`src/rtl/mem_access_unit.sv`:
```
// MEM-stage data-memory access unit: request/ack bus handshake, store lane steering, load alignment.
// Optional MEM_ADDR_EXC_EN: misaligned half/word accesses raise mem_addr_exc instead of being force-aligned.
module mem_access_unit #(
  parameter int MAX_WAIT = 255
) (
  input  logic        clk,
  input  logic        reset,
  input  logic        exmem_mem_r,
  input  logic        exmem_mem_w,
  input  logic [2:0]  exmem_mem_op,
  input  logic [31:0] exmem_addr,
  input  logic [31:0] exmem_wdata,
  output logic        dmem_req,
  output logic        dmem_we,
  output logic [3:0]  dmem_be,
  output logic [31:0] dmem_addr,
  output logic [31:0] dmem_wdata,
  input  logic        dmem_ack,
  input  logic [31:0] dmem_rdata,
  output logic        mem_stall,
  output logic [31:0] mem_data,
  output logic [3:0]  reg_byte_w_en_in,
  output logic        mem_bus_err
`ifdef MEM_ADDR_EXC_EN
  ,
  output logic        mem_addr_exc,
  output logic [31:0] mem_badvaddr
`endif
);

  typedef enum logic [1:0] {IDLE, WAIT, DONE} state_t;
  localparam logic [9:0] WAIT_LAST = 10'(MAX_WAIT - 1);

  state_t      state;
  logic [9:0]  wait_cnt;
  logic        lat_load;
  logic [2:0]  lat_op;
  logic [31:0] lat_addr;
  logic [31:0] lat_wdata;

  logic        access;
  logic        addr_exc;
  logic        cur_load;
  logic [2:0]  cur_op;
  logic [31:0] cur_addr;
  logic [31:0] cur_wdata;
  logic [1:0]  k;
  logic [31:0] cap_data;
  logic [3:0]  cap_en;

  function automatic logic [31:0] load_data(input logic [2:0] op, input logic [1:0] ofs,
                                            input logic [31:0] rdata);
    logic [7:0]  b;
    logic [15:0] h;
    b = 8'(rdata >> {ofs, 3'b000});
    h = ofs[1] ? rdata[31:16] : rdata[15:0];
    case (op)
      3'b000:  return {{24{b[7]}}, b};
      3'b100:  return {24'h0, b};
      3'b001:  return {{16{h[15]}}, h};
      3'b101:  return {16'h0, h};
      3'b010:  return rdata << {~ofs, 3'b000};
      3'b110:  return rdata >> {ofs, 3'b000};
      default: return rdata;
    endcase
  endfunction

  function automatic logic [3:0] load_en(input logic [2:0] op, input logic [1:0] ofs);
    case (op)
      3'b010:  return 4'(4'b1111 << ~ofs);
      3'b110:  return 4'b1111 >> ofs;
      default: return 4'b1111;
    endcase
  endfunction

  assign access = exmem_mem_r | exmem_mem_w;

  // While waiting the pipeline is frozen, but the bus is driven from the latched copy so it cannot glitch.
  always_comb begin
    cur_load  = exmem_mem_r;
    cur_op    = exmem_mem_op;
    cur_addr  = exmem_addr;
    cur_wdata = exmem_wdata;
    if (state == WAIT) begin
      cur_load  = lat_load;
      cur_op    = lat_op;
      cur_addr  = lat_addr;
      cur_wdata = lat_wdata;
    end
  end

  assign k = cur_addr[1:0];

`ifdef MEM_ADDR_EXC_EN
  logic is_half;
  logic is_word;
  assign is_half  = (exmem_mem_op[1:0] == 2'b01);
  assign is_word  = exmem_mem_r ? (exmem_mem_op[1:0] == 2'b11) : exmem_mem_op[1];
  assign addr_exc = (is_half & exmem_addr[0]) | (is_word & (exmem_addr[1:0] != 2'b00));
`else
  assign addr_exc = 1'b0;
`endif

  always_comb begin
    dmem_we    = ~cur_load;
    dmem_addr  = {cur_addr[31:2], 2'b00};
    dmem_be    = 4'b1111;
    dmem_wdata = cur_wdata;
    if (!cur_load) begin
      case (cur_op[1:0])
        2'b00: begin
          dmem_be    = 4'(4'b0001 << k);
          dmem_wdata = {4{cur_wdata[7:0]}};
        end
        2'b01: begin
          dmem_be    = k[1] ? 4'b1100 : 4'b0011;
          dmem_wdata = {2{cur_wdata[15:0]}};
        end
        default: ;
      endcase
    end
  end

  // Reset gates the request combinationally so an abandoned access drops off the bus at once.
  always_comb begin
    dmem_req  = 1'b0;
    mem_stall = 1'b0;
    if (!reset) begin
      case (state)
        IDLE: begin
          mem_stall = access;
          dmem_req  = access & ~addr_exc;
        end
        WAIT: begin
          mem_stall = 1'b1;
          dmem_req  = 1'b1;
        end
        default: ;
      endcase
    end
  end

  // A timeout is captured exactly like an ack whose read data is zero.
  always_comb begin
    cap_data = '0;
    cap_en   = '0;
    if (cur_load) begin
      cap_data = load_data(cur_op, k, dmem_ack ? dmem_rdata : 32'h0);
      cap_en   = load_en(cur_op, k);
    end
  end

  always_ff @(posedge clk) begin
    if (reset) begin
      state            <= IDLE;
      wait_cnt         <= '0;
      lat_load         <= 1'b0;
      lat_op           <= '0;
      lat_addr         <= '0;
      lat_wdata        <= '0;
      mem_data         <= '0;
      reg_byte_w_en_in <= '0;
      mem_bus_err      <= 1'b0;
`ifdef MEM_ADDR_EXC_EN
      mem_addr_exc     <= 1'b0;
      mem_badvaddr     <= '0;
`endif
    end else begin
      mem_bus_err  <= 1'b0;
`ifdef MEM_ADDR_EXC_EN
      mem_addr_exc <= 1'b0;
`endif
      case (state)
        IDLE: begin
          if (access) begin
            lat_load  <= exmem_mem_r;
            lat_op    <= exmem_mem_op;
            lat_addr  <= exmem_addr;
            lat_wdata <= exmem_wdata;
            if (addr_exc) begin
              state            <= DONE;
              mem_data         <= '0;
              reg_byte_w_en_in <= '0;
`ifdef MEM_ADDR_EXC_EN
              mem_addr_exc     <= 1'b1;
              mem_badvaddr     <= exmem_addr;
`endif
            end else if (dmem_ack) begin
              state            <= DONE;
              mem_data         <= cap_data;
              reg_byte_w_en_in <= cap_en;
            end else begin
              state    <= WAIT;
              wait_cnt <= '0;
            end
          end
        end
        WAIT: begin
          if (dmem_ack || wait_cnt == WAIT_LAST) begin
            state            <= DONE;
            mem_data         <= cap_data;
            reg_byte_w_en_in <= cap_en;
            mem_bus_err      <= ~dmem_ack;
          end else begin
            wait_cnt <= wait_cnt + 10'd1;
          end
        end
        DONE:    state <= IDLE;
        default: state <= IDLE;
      endcase
    end
  end

endmodule

```
`config.mk`:
```
export PLATFORM = sky130hd
export DESIGN_NAME = mem_access_unit
export DESIGN_NICKNAME = d
export VERILOG_FILES = /design/src/rtl/mem_access_unit.sv
export SDC_FILE = /design/constraint.sdc
export NUM_CORES = 1
export LEC_CHECK = 0
export BUFFER_PORTS_ARGS = -buffer_cell sky130_fd_sc_hd__clkbuf_2
export CORE_MARGIN = 1.5
export CORE_UTILIZATION = 50
export CTS_BUF_LIST = sky130_fd_sc_hd__clkbuf_4 sky130_fd_sc_hd__clkbuf_8
export DETAILED_ROUTE_END_ITERATION = 7
export PLACE_DENSITY = 0.8
export SETUP_SLACK_MARGIN = 0.15
export SYNTH_ARGS = -nofsm -noshare
export SYNTH_HDL_FRONTEND = slang
export SYNTH_SLANG_ARGS = --single-unit
export TNS_END_PERCENT = 10
```
`constraint.sdc`:
```
create_clock -name clk -period 3.35 [get_ports clk]
set_clock_uncertainty 0.1 [all_clocks]
set_input_delay 1.005 -clock clk [delete_from_list [all_inputs] [get_ports clk]]
set_output_delay 1.005 -clock clk [all_outputs]
set_load 0.02 [all_outputs]
```
==> flow_summary.toml, run 1 <==
[drt]
dr_wl_met3_mm = 2.15
firstDrtPassIters = 6
met1Wirelength_mm = 9.92
routed_wl_mm = 23.9
route.met2.wl_mm = 11.0
wl_per_cell_um = 17.2
vias_per_cell = 5.90
vias = 8223
top_layer = "met4"
ant_nets = 0
drt_drc_violations_left = 0
drt_iter0_drc = 1109

[worst_setup_path]
path_cells = "clkbuf_2 > inv_4 > a31oi_4 > buf_4 > o22ai_1 > nand2_1 > o21ai_1 > buf_2"
crit_arrival_ps = 2100
path_class = "in -> out"
cp_max_fo = 5
r2r-start = "state[1]"
cp-end-kind = "primary output"
required_ps = 2240
cp_slowest_cell = "o22ai_1"
max_stage_delay_ps = 170
cp-startpoint = "exmem_mem_op[1]"
critPathLaunchType = "primary input"

[timing]
maxSlewHeadroom = 0.302
setup_viol = 0
tightest_slew_ps = 1040
max_freq_mhz = 312
fin_setup_tns_ps = 0
period_share = 0.957
period_needed_ps = 3210
hold_viol = 0
fin_ws_ps = 144
maxSlewViolCount = 0
whs_ps = 356
rsz0062_at_grt = "yes"

[logic_synthesis]
syn_area_per_cell_um2 = 7.25
synth-seq-area-share = 0.322
ys_async_sr_fraction = 0
ys.flop_type = "dfxtp_1"
syn_inst = 1002
synth_edf_count = 0
synth_seq_cells = 117
ys_warn_count = 0
synth_cell_types = 64
syn-cell-area_um2 = 7260

[place]
globalplace.congestion = 0.983
pre_cts_ws_ps = 81.2
io_buffers = 209
place_hpwl_mm = 16.4

[die]
io_pins = 212
start_util = 0.517
die_w_um = 124
num_rows = 43
fp.dieArea_um2 = 15300
die_h_um = 124
fp.coreArea_um2 = 14000

[clock_tree]
cts_tree = "built"
clockBufferDepth = 2
clock_sinks = 117
root_buffer = "clkbuf_8"
clkLatencyLatePin_ps = 460
postCtsHoldBufs = 0
cts.clk_slew.worst_paths_ps = 70
htreeDepth = 4
numCtsBuffers = 17

[flow_run]
drv_cap = 0

[grt]
grt_max_degree = 75
antenna_found_initial = 0
gr-total-overflow = 0
grt_util_all_layers = 0.304
grt_pass1_vias = 7275
grt_pass1_wl_mm = 36.2

[cells_and_area]
final_cell_mix = "334 x nand2_1, 195 x clkbuf_2, 115 x dfxtp_1, 84 x a21oi_1, 48 x buf_4"
area_growth_pct = 27.2
final_common_cell = "nand2_1"
fin_nets = 1305
drive_gt1_frac = 0.290

[power_and_ir_drop]
irDropWorstVdd_uv = 366
cellPowerDensity_nw_per_um2 = 445
leakage_uw = 0.00413

[min_path]
hold_path_class = "reg -> reg"
hp-start = "lat_wdata[24]"

[run_status]
status = "finished, final reports clean"
[power by group]
group	switching, uW	internal, uW
sequential	57.0	1480
clock	609	706
combinational	799	468
[through the flow]
step	instances	area (um2)	power (uW)	utilization
2_1_floorplan	1003	7280	2340	-
3_3_place_gp	1349	8550	2720	0.609
3_5_place_dp	1349	8550	2730	0.609
4_1_cts	1386	9010	4050	0.642
5_1_grt	1392	9240	4300	0.658
6_report	1393	9240	4110	0.658
[layer usage]
layer,up-vias,global-route usage
li1,3917,-
met1,3814,0.394
met2,422,0.470
met3,70,0.0798
met4,0,0.144
met5,-,0
[final timing paths]
| kind | to | slack, ps | cells after the start |
|---|---|---|---|
| hold / removal | lat_wdata[24] | 360 | 2 |
| setup reg to reg | mem_data[23] | 650 | 9 |
| hold reg to reg | lat_wdata[24] | 360 | 2 |
| setup / recovery | dmem_wdata[12] | 140 | 8 |
[cell families after synthesis]
logic type | after synthesis | synth area share
other | 1 | 0.000516
xor gates and xnor gates | 8 | 0.00965
DFF | 117 | 0.322
AOI/OAI and AO/OA | 281 | 0.261
adders and majority gates | 2 | 0.00344
buffers and inverters | 100 | 0.0617
muxes | 69 | 0.0999
and+or+nand+nor | 424 | 0.241
[layout make-up]
type                       instances  area (um2)
fill                            1220        4800
multi-input combinational        789        4670
sequential                       117        2350
timing repair buffer             257        1530
clock buffer                      20         269
tap                              180         225
clock inverter                    12         128
inverter                          17        68.8
antenna                            1        2.50
[critical path, delay by kind of cell]
family / cells / cell delay, ps
simple gates: 1 / 120
buf+inv: 4 / 610
compound gates: 3 / 360
[flip-flops by register name, summed over array words and instances, names as in the netlist]
signal and flops:
lat_addr 32, lat_wdata 32, mem_data 32, wait_cnt 10, reg_byte_w_en_in 4, lat_op 3
state 2, lat_load 1, mem_bus_err 1
[Yosys cell counts (8+ instances only)]
master    count  area (um2)
a22o_1        8        70.1
and2_1        8        50.1
inv_1        15        56.3
a22oi_1      44         330
a21oi_1      84         420
nor2_1       34         128
xnor2_1       8        70.1
dfxtp_1     117        2340
o22ai_1      16         100
nor3_1       13        65.1
clkbuf_1     51         191
nand2_1     334        1250
a21o_1       10        75.1
buf_2        16        80.1
o21ai_0      40         200
a221oi_1     14         123
mux2i_1      50         500
a211oi_2      8         100
a211oi_1     19         143
buf_4         8        60.1
mux2_2        9         101
[repair_timing]
action	4_1_cts	5_1_grt
setup buffers	3	2
resized for setup	5	49
pin swaps	0	3
cloned	2	4
setup endpoints to repair	30	56
Power figures use the tool's default switching activity.
==> run 2, diff against run 1 <==
CORE_MARGIN = not set   (was 1.5)
==> flow_summary.toml, run 2 (synthesized netlist as in run 1, its figures left out) <==
[run_status]
status = "finished, final reports clean"

[cells_and_area]
area_growth_pct = 26.1
fin_nets = 1300
seq_area_um2 = 2340
multi_input_area_um2 = 4580
fillers = 1240
stdcell_area_um2 = 9160
final_cell_mix = "334 x nand2_1, 204 x clkbuf_2, 116 x dfxtp_1, 84 x a21oi_1, 48 x mux2i_1"
fin_cells = 1388
top_regs = "lat_addr (32), lat_wdata (32), mem_data (32)"
drive_gt1_frac = 0.278
final_common_cell = "nand2_1"

[place]
globalplace.congestion = 0.964
io_buffers = 209
placed_cells = 1347
pre_cts_ws_ps = 139
postPlaceCellArea_um2 = 8550
place_hpwl_mm = 16.2

[flow_run]
drv_cap = 0

[worst_setup_path]
path_cells = "clkbuf_2 > inv_4 > a31oi_1 > buf_4 > o22ai_1 > nand2_1 > o21ai_1 > buf_4"
path_class = "in -> out"
cp-end-kind = "primary output"
critPathLaunchType = "primary input"
r2r-start = "state[1]"
reg2reg_setup_slack_ps = 780
max_stage_delay_ps = 180
cp_slowest_cell = "buf_4"
required_ps = 2240
cp-startpoint = "exmem_mem_op[1]"
cp_max_fo = 9
cp_common_cell = "buf_4"
crit_arrival_ps = 2090

[clock_tree]
htreeDepth = 4
numCtsBuffers = 17
cts_tree = "built"
postCtsHoldBufs = 0
cts.clk_slew.worst_paths_ps = 70
clockBufferDepth = 2
clkLatencyLatePin_ps = 450
root_buffer = "clkbuf_8"
clock_sinks = 117

[die]
die_h_um = 123
fp.coreArea_um2 = 14000
io_pins = 212
fp.dieArea_um2 = 15000
num_rows = 43
start_util = 0.517
die_w_um = 123

[timing]
period_share = 0.953
hold_viol = 0
tightest_slew_ps = 1040
max_freq_mhz = 313
maxSlewViolCount = 0
rsz0062_at_grt = "yes"
fin_setup_tns_ps = 0
maxSlewHeadroom = 0.301
setup_viol = 0
fin_ws_ps = 157
whs_ps = 355
period_needed_ps = 3190

[drt]
drt_drc_violations_left = 0
vias_per_cell = 5.88
drt_iter0_drc = 830
routed_wl_mm = 23.5
ant_nets = 0
vias = 8162
firstDrtPassIters = 6
wl_per_cell_um = 17.0

[power_and_ir_drop]
power.share.clock = 0.350
power_frac_seq = 0.360
irDropWorstVdd_uv = 422
switching_power_uw = 1480
cellPowerDensity_nw_per_um2 = 464
leakage_uw = 0.00415
p_comb_frac = 0.290
swShare = 0.348
intPower_uw = 2770

[grt]
grt_pass1_vias = 7233
antenna_found_initial = 0
gr-total-overflow = 0
grt_util_all_layers = 0.311
grt_max_degree = 71
grt_pass1_wl_mm = 36.3

[min_path]
hp-start = "lat_addr[11]"
hold_path_class = "reg -> reg"
## run 2: changes by cell type in the layout (fill, tap and decap cells not counted), moves of 4 or more
cell,before,now
buf_2,4,0
buf_4,48,42
clkbuf_2,195,204
clkinv_2,4,0
mux2i_1,42,48
mux2i_2,6,1
## run 2: layout make-up
cell class,instances,share of cell area
antenna,1,0.000273
clock buffer,19,0.0279
clock inverter,13,0.0215
inverter,17,0.00724
multi-input combinational,787,0.500
sequential,117,0.256
tap,180,0.0246
timing repair buffer,254,0.162
## run 2: power groups by stage
| stage | clock [uW] | combinational, uW | sequential (uW) |
|---|---|---|---|
| 3_5_place_dp | 0 | 1170 | 1560 |
| 5_1_grt | 1570 | 1330 | 1540 |
| 3_3_place_gp | 0 | 1160 | 1550 |
| 6_report | 1480 | 1230 | 1530 |
| 2_1_floorplan | 0 | 778 | 1560 |
| 4_1_cts | 1500 | 1190 | 1530 |
## run 2: per-layer routing
layer / track usage / up-vias / wire length [um]
met5: 0 / - / 0
met3: 0.0753 / 75 / 2060
met2: 0.479 / 444 / 10800
li1: - / 3906 / -
met4: 0.171 / 0 / 1010
met1: 0.397 / 3737 / 9720
## run 2: stage by stage
stage | total power, uW | util
floorplan | 2340 | -
global placement | 2710 | 0.609
detailed placement | 2730 | 0.609
CTS | 4220 | 0.645
global route | 4440 | 0.652
finish | 4250 | 0.652
## run 2: final timing paths
check	endpoint	cells after the start
max	dmem_wdata[13]	8
min	lat_addr[11]	2
max reg2reg	mem_data[23]	9
min reg2reg	lat_addr[11]	2
## run 2: critical path: cells and delay by family
| family | cells | cell delay, ps |
|---|---|---|
| AOI/OAI and AO/OA | 3 | 380 |
| and+or+nand+nor | 1 | 130 |
| buffers and inverters | 4 | 580 |
## run 2: repair_timing
action / in CTS / in global routing
endpoints found under the setup margin: 28 / 26
setup buffers: 4 / 2
gates resized for setup: 4 / 18
pin swaps: 0 / 1
cloned: 1 / 1
